--- src/rtl/serial_adder_defs.sv ---
// Shared definitions for the bit-serial adder: state encoding and counter sizing.
package serial_adder_defs;

   typedef enum logic {
      S_IDLE = 1'b0,
      S_BUSY = 1'b1
   } state_t;

   // Bit-counter width; a 1-bit operand still needs a 1-bit counter.
   function automatic int clog2_min1(input int w);
      return (w <= 1) ? 1 : $clog2(w);
   endfunction

endpackage

--- src/rtl/fa_cell.sv ---
// One-bit combinational full adder; the only arithmetic in the serial datapath.
module fa_cell (
   input  logic a,
   input  logic b,
   input  logic ci,
   output logic s,
   output logic co
);

   assign s  = a ^ b ^ ci;
   assign co = (a & b) | (ci & (a ^ b));

endmodule

--- src/rtl/serial_adder.sv ---
// Bit-serial add/subtract, LSB first, one bit per clock through a single fa_cell.
module serial_adder
   import serial_adder_defs::*;
#(
   parameter int WIDTH = 8
) (
   input  logic             clk,
   input  logic             rst,
   input  logic             start,
   input  logic [WIDTH-1:0] a,
   input  logic [WIDTH-1:0] b,
   input  logic             sub,
   input  logic             cin,
   output logic             busy,
   output logic             done,
   output logic [WIDTH-1:0] sum,
   output logic             cout,
   output logic             overflow
);

   localparam int            CW   = clog2_min1(WIDTH);
   localparam logic [CW-1:0] LAST = CW'(WIDTH - 1);

   state_t           r_state, w_state_nxt;
   logic [WIDTH-1:0] r_sa, r_sb, r_res, w_res_nxt;
   logic [CW-1:0]    r_cnt;
   logic             r_carry, r_cmsb;
   logic [WIDTH-1:0] r_sum;
   logic             r_cout, r_ovf, r_done;
   logic             w_accept, w_last, w_s, w_c;

   assign w_accept = (r_state == S_IDLE) && start;
   assign w_last   = (r_state == S_BUSY) && (r_cnt == LAST);

   fa_cell u_fa (
      .a  (r_sa[0]),
      .b  (r_sb[0]),
      .ci (r_carry),
      .s  (w_s),
      .co (w_c)
   );

   // Result bits enter from the MSB end so the word is aligned after WIDTH shifts.
   always_comb begin
      w_res_nxt            = r_res >> 1;
      w_res_nxt[WIDTH-1]   = w_s;
   end

   always_ff @(posedge clk or posedge rst) begin
      if (rst) r_state <= S_IDLE;
      else     r_state <= w_state_nxt;
   end

   always_comb begin
      w_state_nxt = r_state;
      case (r_state)
         S_IDLE:  if (start)  w_state_nxt = S_BUSY;
         S_BUSY:  if (w_last) w_state_nxt = S_IDLE;
         default:             w_state_nxt = S_IDLE;
      endcase
   end

   always_ff @(posedge clk or posedge rst) begin
      if (rst) begin
         r_sa    <= '0;
         r_sb    <= '0;
         r_res   <= '0;
         r_cnt   <= '0;
         r_carry <= 1'b0;
         r_cmsb  <= 1'b0;
         r_sum   <= '0;
         r_cout  <= 1'b0;
         r_ovf   <= 1'b0;
         r_done  <= 1'b0;
      end else begin
         r_done <= w_last;
         if (w_accept) begin
            // Subtract as A + ~B + 1; cin then acts as a borrow-in.
            r_sa    <= a;
            r_sb    <= sub ? ~b : b;
            r_carry <= cin ^ sub;
            r_cmsb  <= cin ^ sub;
            r_cnt   <= '0;
         end else if (r_state == S_BUSY) begin
            r_sa    <= r_sa >> 1;
            r_sb    <= r_sb >> 1;
            r_res   <= w_res_nxt;
            r_carry <= w_c;
            if (!w_last) begin
               r_cnt  <= r_cnt + 1'b1;
               r_cmsb <= w_c;
            end else begin
               r_sum  <= w_res_nxt;
               r_cout <= w_c;
               r_ovf  <= w_c ^ r_cmsb;
            end
         end
      end
   end

   assign busy     = (r_state == S_BUSY);
   assign done     = r_done;
   assign sum      = r_sum;
   assign cout     = r_cout;
   assign overflow = r_ovf;

endmodule

--- config.mk ---
export PLATFORM = sky130hd
export DESIGN_NAME = serial_adder
export DESIGN_NICKNAME = d
export VERILOG_FILES = /design/src/rtl/serial_adder_defs.sv /design/src/rtl/fa_cell.sv /design/src/rtl/serial_adder.sv
export SDC_FILE = /design/constraint.sdc
export NUM_CORES = 1
export LEC_CHECK = 0
export BUFFER_PORTS_ARGS = -buffer_cell sky130_fd_sc_hd__buf_2
export CAP_MARGIN = 20
export CORE_MARGIN = 1.5
export CORE_UTILIZATION = 54
export DETAILED_ROUTE_END_ITERATION = 10
export PLACE_DENSITY_LB_ADDON = 0.12
export SYNTH_ARGS = -nofsm -noshare
export SYNTH_HDL_FRONTEND = slang
export SYNTH_SLANG_ARGS = --single-unit
export TNS_END_PERCENT = 100
--- constraint.sdc ---
create_clock -name clk -period 3.3 [get_ports clk]
set_input_delay 0.33 -clock clk [delete_from_list [all_inputs] [get_ports clk]]
set_output_delay 0.33 -clock clk [all_outputs]
set_load 0.005 [all_outputs]
======== After elaboration in Yosys (flattened, before gate mapping) ========
Cells that the tools add are included.
storage, ports and cells
  output and inout bits ................... 12
  register bits ........................... 41
  logic and storage cells ................. 46
operators by class
  mux-type cells .......................... 16
  bitwise logic cells ..................... 10
  reductions and logical operators ........ 6
  equality and inequality tests ........... 2
  add/subtract/negate cells ............... 1
operators by type and width
  kind                                           count
  two-way mux 8 bit                              5
  two-way mux 3 bit                              3
  inverter 8 bit                                 1
  two-way mux 1 bit                              7
  AND reduction 2 bit                            2
  XOR 1 bit                                      4
  adder 3 x 1 -> 3 bit (second input constant)   1
  == test 3 bit (second input constant)          1
  AND reduction 3 bit                            1
  bitwise AND 1 bit                              2
  logical AND 1 bit                              2
  inequality test 2 bit (second input constant)  1
  inverter 1 bit                                 2
  one-hot mux 1 bit (2 select lines)             1
  nonzero test 2 bit                             1
  OR 1 bit                                       1

======== Depth between registers and ports, before layout ========
  depth in word-level cells ............... 6
  depth in mapped cells ................... 6
  mapped depth without buffers ............ 5

======== By module ========
A second synthesis with hierarchy kept.
unflattened totals
  cells, all modules ...................... 143
  area, all modules ....................... 1828.0 um2
modules (own cells, without submodules)
  module        cells an instance  area each (um2)  times used  sequential area each (um2)
  serial_adder  142                1808.0           1           1001.0
  fa_cell       1                  20.0             1           0.0

======== Worst setup path before layout ========
Ideal clock, no wire load.
  kind .................................... register to register
  start ................................... reg r_cnt[0]
  end ..................................... reg r_cout (netlist: cout)
  required time ........................... 3.175 ns
  clock period less this slack ............ 1.450 ns
  path slack .............................. 1.850 ns
  cell stages (with the launch flop) ...... 6
  data arrival time ....................... 1.325 ns
  cell sequence ........................... dfrtp_1 ha_1 ha_1 nand2_4 buf_6 mux2_4
between the ends
  word-level cells in the longest chain between the ends .. 3
RTL lines
  item                           line                source
  start: declaration             serial_adder.sv:26  logic [CW-1:0] r_cnt;
  start signal: assignment       serial_adder.sv:90  r_cnt <= r_cnt + 1'b1;
  == test 3 bit                  serial_adder.sv:33  assign w_last = (r_state == S_BUSY) && (r_cnt == LAST);
  logical AND 1 bit              serial_adder.sv:33
  AND reduction 3 bit (no line)  -
  end signal: assignment         serial_adder.sv:94  r_cout <= w_c;
  end: declaration               serial_adder.sv:29  logic r_cout, r_ovf, r_done;
No other way between the ends.
A chain may end at the register's enable or synchronous reset.

======== Final worst setup path ========
  start ................................... reg r_state (netlist: busy)
  end ..................................... out busy
RTL lines
  item                      line                source
  start: declaration        serial_adder.sv:24  state_t r_state, w_state_nxt;
  start signal: assignment  serial_adder.sv:51  else r_state <= w_state_nxt;
  end: declaration          serial_adder.sv:14  output logic busy,
No word-level cell between the ends.

==> impl_metrics.xml <==
<?xml version="1.0" encoding="UTF-8"?>
<metrics>
  <group name="floorplan">
    <metric name="floorplan.initialDensity" unit="%">58.4</metric>
    <metric name="die_width" unit="um">61.2</metric>
    <metric name="rows" unit="">20</metric>
    <metric name="die_height" unit="um">61.2</metric>
    <metric name="pin_count" unit="">33</metric>
    <metric name="dieArea" unit="sq mm">0.00374</metric>
    <metric name="core-area" unit="sq mm">0.00313</metric>
  </group>
  <group name="logic_synthesis">
    <metric name="post_synth_inst_count" unit="">143</metric>
    <metric name="yosys_register_bits" unit="">40</metric>
    <metric name="synth_area_per_cell" unit="sq um">12.8</metric>
    <metric name="synth.yosys.warnings" unit="">0</metric>
    <metric name="seq_area_frac_synth" unit="%">54.8</metric>
    <metric name="netlist-cell-type-count" unit="">25</metric>
    <metric name="synth.net_count" unit="">167</metric>
    <metric name="synth_top_area_cell" unit="">sky130_fd_sc_hd__dfrtp_1</metric>
    <metric name="synth.top_cells.by_area" unit="">sky130_fd_sc_hd__dfrtp_1, sky130_fd_sc_hd__mux2i_1, sky130_fd_sc_hd__mux2_2, sky130_fd_sc_hd__mux2_4, sky130_fd_sc_hd__o21ai_0</metric>
    <metric name="post-synth-top-area-fraction" unit="%">54.8</metric>
    <metric name="synth_area" unit="sq mm">0.00183</metric>
  </group>
  <group name="sta">
    <metric name="worst_clock_skew" unit="ns">0.00819</metric>
    <metric name="setup_tns_final" unit="ns">0</metric>
    <metric name="slew-limit-headroom" unit="%">36.3</metric>
    <metric name="tightestPinTransition" unit="ns">0.956</metric>
    <metric name="slew_violations" unit="">0</metric>
    <metric name="final-hold-violation-count" unit="">0</metric>
    <metric name="timing.hold.ws" unit="ns">0.0759</metric>
    <metric name="period_share" unit="%">64.9</metric>
    <metric name="final_period_minus_worst_setup_slack" unit="ns">2.14</metric>
    <metric name="finalSetupViolations" unit="">0</metric>
    <metric name="fmax" unit="MHz">467</metric>
    <metric name="rsz_0062_raised_after_global_routing" unit="">no</metric>
  </group>
  <group name="power">
    <metric name="share_clk_of_total_power" unit="%">13.6</metric>
    <metric name="static-leakage-power" unit="uW">0.00106</metric>
    <metric name="pwr-share-comb" unit="%">34.6</metric>
    <metric name="power.sequential.fraction" unit="%">51.8</metric>
    <metric name="p_int" unit="uW">1100</metric>
    <metric name="switching_power" unit="uW">536</metric>
    <metric name="p_per_area" unit="mW/mm^2">805</metric>
    <metric name="power_switching_share" unit="%">32.7</metric>
    <metric name="vdd_ir_drop_max" unit="mV">0.430</metric>
  </group>
  <group name="cts">
    <metric name="worst_skew_pair.late_latency" unit="ns">0.34</metric>
    <metric name="cts_tree" unit="">yes</metric>
    <metric name="cts.root.buffer_cell" unit="">sky130_fd_sc_hd__clkbuf_4</metric>
    <metric name="postCtsResizedCells" unit="">0</metric>
    <metric name="tritoncts_num_sinks" unit="">40</metric>
    <metric name="cts_post_setup_buffers_inserted" unit="">0</metric>
    <metric name="cts_buffer_depth" unit="">2</metric>
    <metric name="cts.htree.levels" unit="">2</metric>
    <metric name="cts_made_buffers" unit="">5</metric>
    <metric name="hold_buffers" unit="">0</metric>
    <metric name="clkSlewWorstSetupHoldPaths" unit="ns">0.11</metric>
  </group>
  <group name="global_route">
    <metric name="initial_antenna_violation_count" unit="">0</metric>
    <metric name="grt-ovfl-total" unit="">0</metric>
    <metric name="wire_length_of_the_first_global_routing_pass" unit="mm">4.91</metric>
    <metric name="grt_start_max_net_pins" unit="">41</metric>
    <metric name="grt_util_all_layers" unit="%">18.6</metric>
    <metric name="grt_pass1_vias" unit="">1121</metric>
  </group>
  <group name="worst_setup_path">
    <metric name="crit-reg2reg-launch" unit="">busy</metric>
    <metric name="critPathCaptureType" unit="">primary output</metric>
    <metric name="worst-r2r-cell-count" unit="">2</metric>
    <metric name="cp-startpoint" unit="">busy</metric>
    <metric name="worst-path-stages" unit="">2</metric>
    <metric name="critical_path.reg2reg.endpoint" unit="">r_res[4]</metric>
    <metric name="crit_slowest_cell" unit="">sky130_fd_sc_hd__dfrtp_1</metric>
    <metric name="crit_path_end" unit="">busy</metric>
    <metric name="worst_setup_path_start_kind" unit="">register</metric>
    <metric name="critical_path_buffers_and_inverters" unit="">2</metric>
    <metric name="crit_family" unit="">flip-flops</metric>
    <metric name="cp_data_arrival_time" unit="ns">1.81</metric>
    <metric name="timing.reg2reg.setup_slack" unit="ns">1.51</metric>
    <metric name="data_required_time_of_the_critical_path" unit="ns">2.97</metric>
    <metric name="worstPathCellList" unit="">buf_4 &gt; buf_2</metric>
    <metric name="timing.critical_path.fanout_max" unit="">33</metric>
    <metric name="critical_path_class" unit="">reg -&gt; out</metric>
    <metric name="timing.critical_path.slowest_cell_delay" unit="ns">0.99</metric>
  </group>
  <group name="finish">
    <metric name="antennaDiodeCount" unit="">0</metric>
    <metric name="num-nets-final" unit="">199</metric>
    <metric name="most-common-layout-cells" unit="">sky130_fd_sc_hd__dfrtp_1, sky130_fd_sc_hd__buf_2, sky130_fd_sc_hd__mux2i_1, sky130_fd_sc_hd__nand2_1, sky130_fd_sc_hd__o21ai_0</metric>
    <metric name="stdcell_area" unit="sq mm">0.00204</metric>
    <metric name="post_layout_nonfiller_instances" unit="">219</metric>
    <metric name="drive_above_1_share" unit="%">34.9</metric>
    <metric name="layout_commonest_cell" unit="">sky130_fd_sc_hd__dfrtp_1</metric>
    <metric name="syn_to_final_growth" unit="%">11.4</metric>
    <metric name="fillerInstances" unit="">255</metric>
  </group>
  <group name="routing">
    <metric name="detail_route.vias_per_cell" unit="">5.11</metric>
    <metric name="detail-route-antenna-nets" unit="">0</metric>
    <metric name="drt_pre_antenna_iters" unit="">4</metric>
    <metric name="drc" unit="">0</metric>
    <metric name="total_routed_length" unit="mm">2.83</metric>
    <metric name="detail_route.iter0.violations" unit="">25</metric>
    <metric name="routed-via-count" unit="">1119</metric>
    <metric name="drt-wirelength-per-cell" unit="um">12.9</metric>
  </group>
  <group name="placement">
    <metric name="io_buffer_count" unit="">32</metric>
    <metric name="instance_count_after_placement_with_tap_cells_included" unit="">212</metric>
    <metric name="globalplace.congestion" unit="">0.732</metric>
    <metric name="detailed_place.area" unit="sq mm">0.00199</metric>
    <metric name="hpwlAfterDp" unit="mm">1.98</metric>
  </group>
  <group name="job">
    <metric name="cap_violations" unit="">0</metric>
  </group>
  <group name="outcome">
    <metric name="run_status" unit="">finished clean</metric>
  </group>
  <group name="hold_path">
    <metric name="worst_hold_path_type" unit="">in -&gt; async</metric>
  </group>
</metrics>
## cell usage after synthesis
cell                       instances
sky130_fd_sc_hd__buf_4             3
sky130_fd_sc_hd__mux2_2           10
sky130_fd_sc_hd__a22o_1            1
sky130_fd_sc_hd__o21ai_0          15
sky130_fd_sc_hd__nand2_1          15
sky130_fd_sc_hd__a211oi_2          1
sky130_fd_sc_hd__nand2_4           1
sky130_fd_sc_hd__fa_1              1
sky130_fd_sc_hd__ha_1              2
sky130_fd_sc_hd__a21oi_2           1
sky130_fd_sc_hd__clkbuf_1          3
sky130_fd_sc_hd__a21o_1            1
sky130_fd_sc_hd__o22ai_1           1
sky130_fd_sc_hd__o221a_2           1
sky130_fd_sc_hd__mux2_4            7
sky130_fd_sc_hd__a211oi_1          1
sky130_fd_sc_hd__nand2b_1          1
sky130_fd_sc_hd__mux2i_1          16
sky130_fd_sc_hd__nor2_1            4
sky130_fd_sc_hd__dfrtp_1          40
sky130_fd_sc_hd__inv_1             4
sky130_fd_sc_hd__xor2_1            7
sky130_fd_sc_hd__buf_6             3
sky130_fd_sc_hd__xnor2_1           3
sky130_fd_sc_hd__nand3b_1          1
## power groups by stage
stage          logic, uW  clock network (uW)  registers [uW]
2_1_floorplan        497                   0             795
3_3_place_gp         550                   0             855
3_5_place_dp         577                   0             864
4_1_cts              578                 237             853
5_1_grt              653                 261             883
6_report             568                 223             850
## final cells by class
class / count / area (sq um) / share of cell area, %
Multi-Input combinational cell: 90 / 744 / 36.5
Clock inverter: 1 / 5.00 / 0.246
Clock buffer: 6 / 41.3 / 2.03
Timing Repair Buffer: 34 / 175 / 8.60
Sequential cell: 40 / 1000 / 49.1
Inverter: 4 / 15.0 / 0.737
Tap cell: 44 / 55.1 / 2.70
## logic make-up after synthesis
family / Yosys count / share of synthesized area, %
adder cells (fa/ha/maj): 3 / 2.46
multiplexers: 33 / 20.7
AND/OR/NAND/NOR: 22 / 5.27
flip-flops: 40 / 54.8
AO/OA/AOI/OAI: 22 / 7.53
buffers and inverters: 13 / 4.52
XOR/XNOR: 10 / 4.79
## registers in the layout (all words and copies together) (netlist names)
register  cells
r_carry       1
overflow      1
cout          1
r_cmsb        1
r_cnt         3
busy          1
r_sa          8
r_res         7
sum           8
r_sb          8
done          1
## worst min path at each step
stage,from,end,slack [ns]
floorplan,r_sb[1],r_sb[0],0.45
global placement,overflow,overflow,0.46
detailed placement,rst,r_res[1],0.47
CTS,rst,r_carry,0.08
global route,rst,r_res[5],0.11
finish,rst,r_res[1],0.08
## through the flow
| stage | utilization (%) | power [uW] | worst slack [ns] |
|---|---|---|---|
| floorplan | - | 1290 | 1.85 |
| finish | 65.1 | 1640 | 1.16 |
| global placement | 63.6 | 1410 | 1.55 |
| detailed placement | 63.6 | 1440 | 1.51 |
| global route | 65.1 | 1800 | 1.00 |
| CTS | 65.1 | 1670 | 1.12 |
## worst min-delay path, cell delays in order
cell,delay (ns)
sky130_fd_sc_hd__buf_2,0.09
sky130_fd_sc_hd__inv_1,0.04
sky130_fd_sc_hd__buf_4,0.41
## metal layers
metal	GRT usage, %	vias up	routed length (um)
li1	-	549	-
met1	21.9	533	1250
met2	29.9	29	1380
met3	7.56	8	144
met4	8.39	0	63
met5	0	-	0
Note: power is estimated with default switching activity, not from simulation.
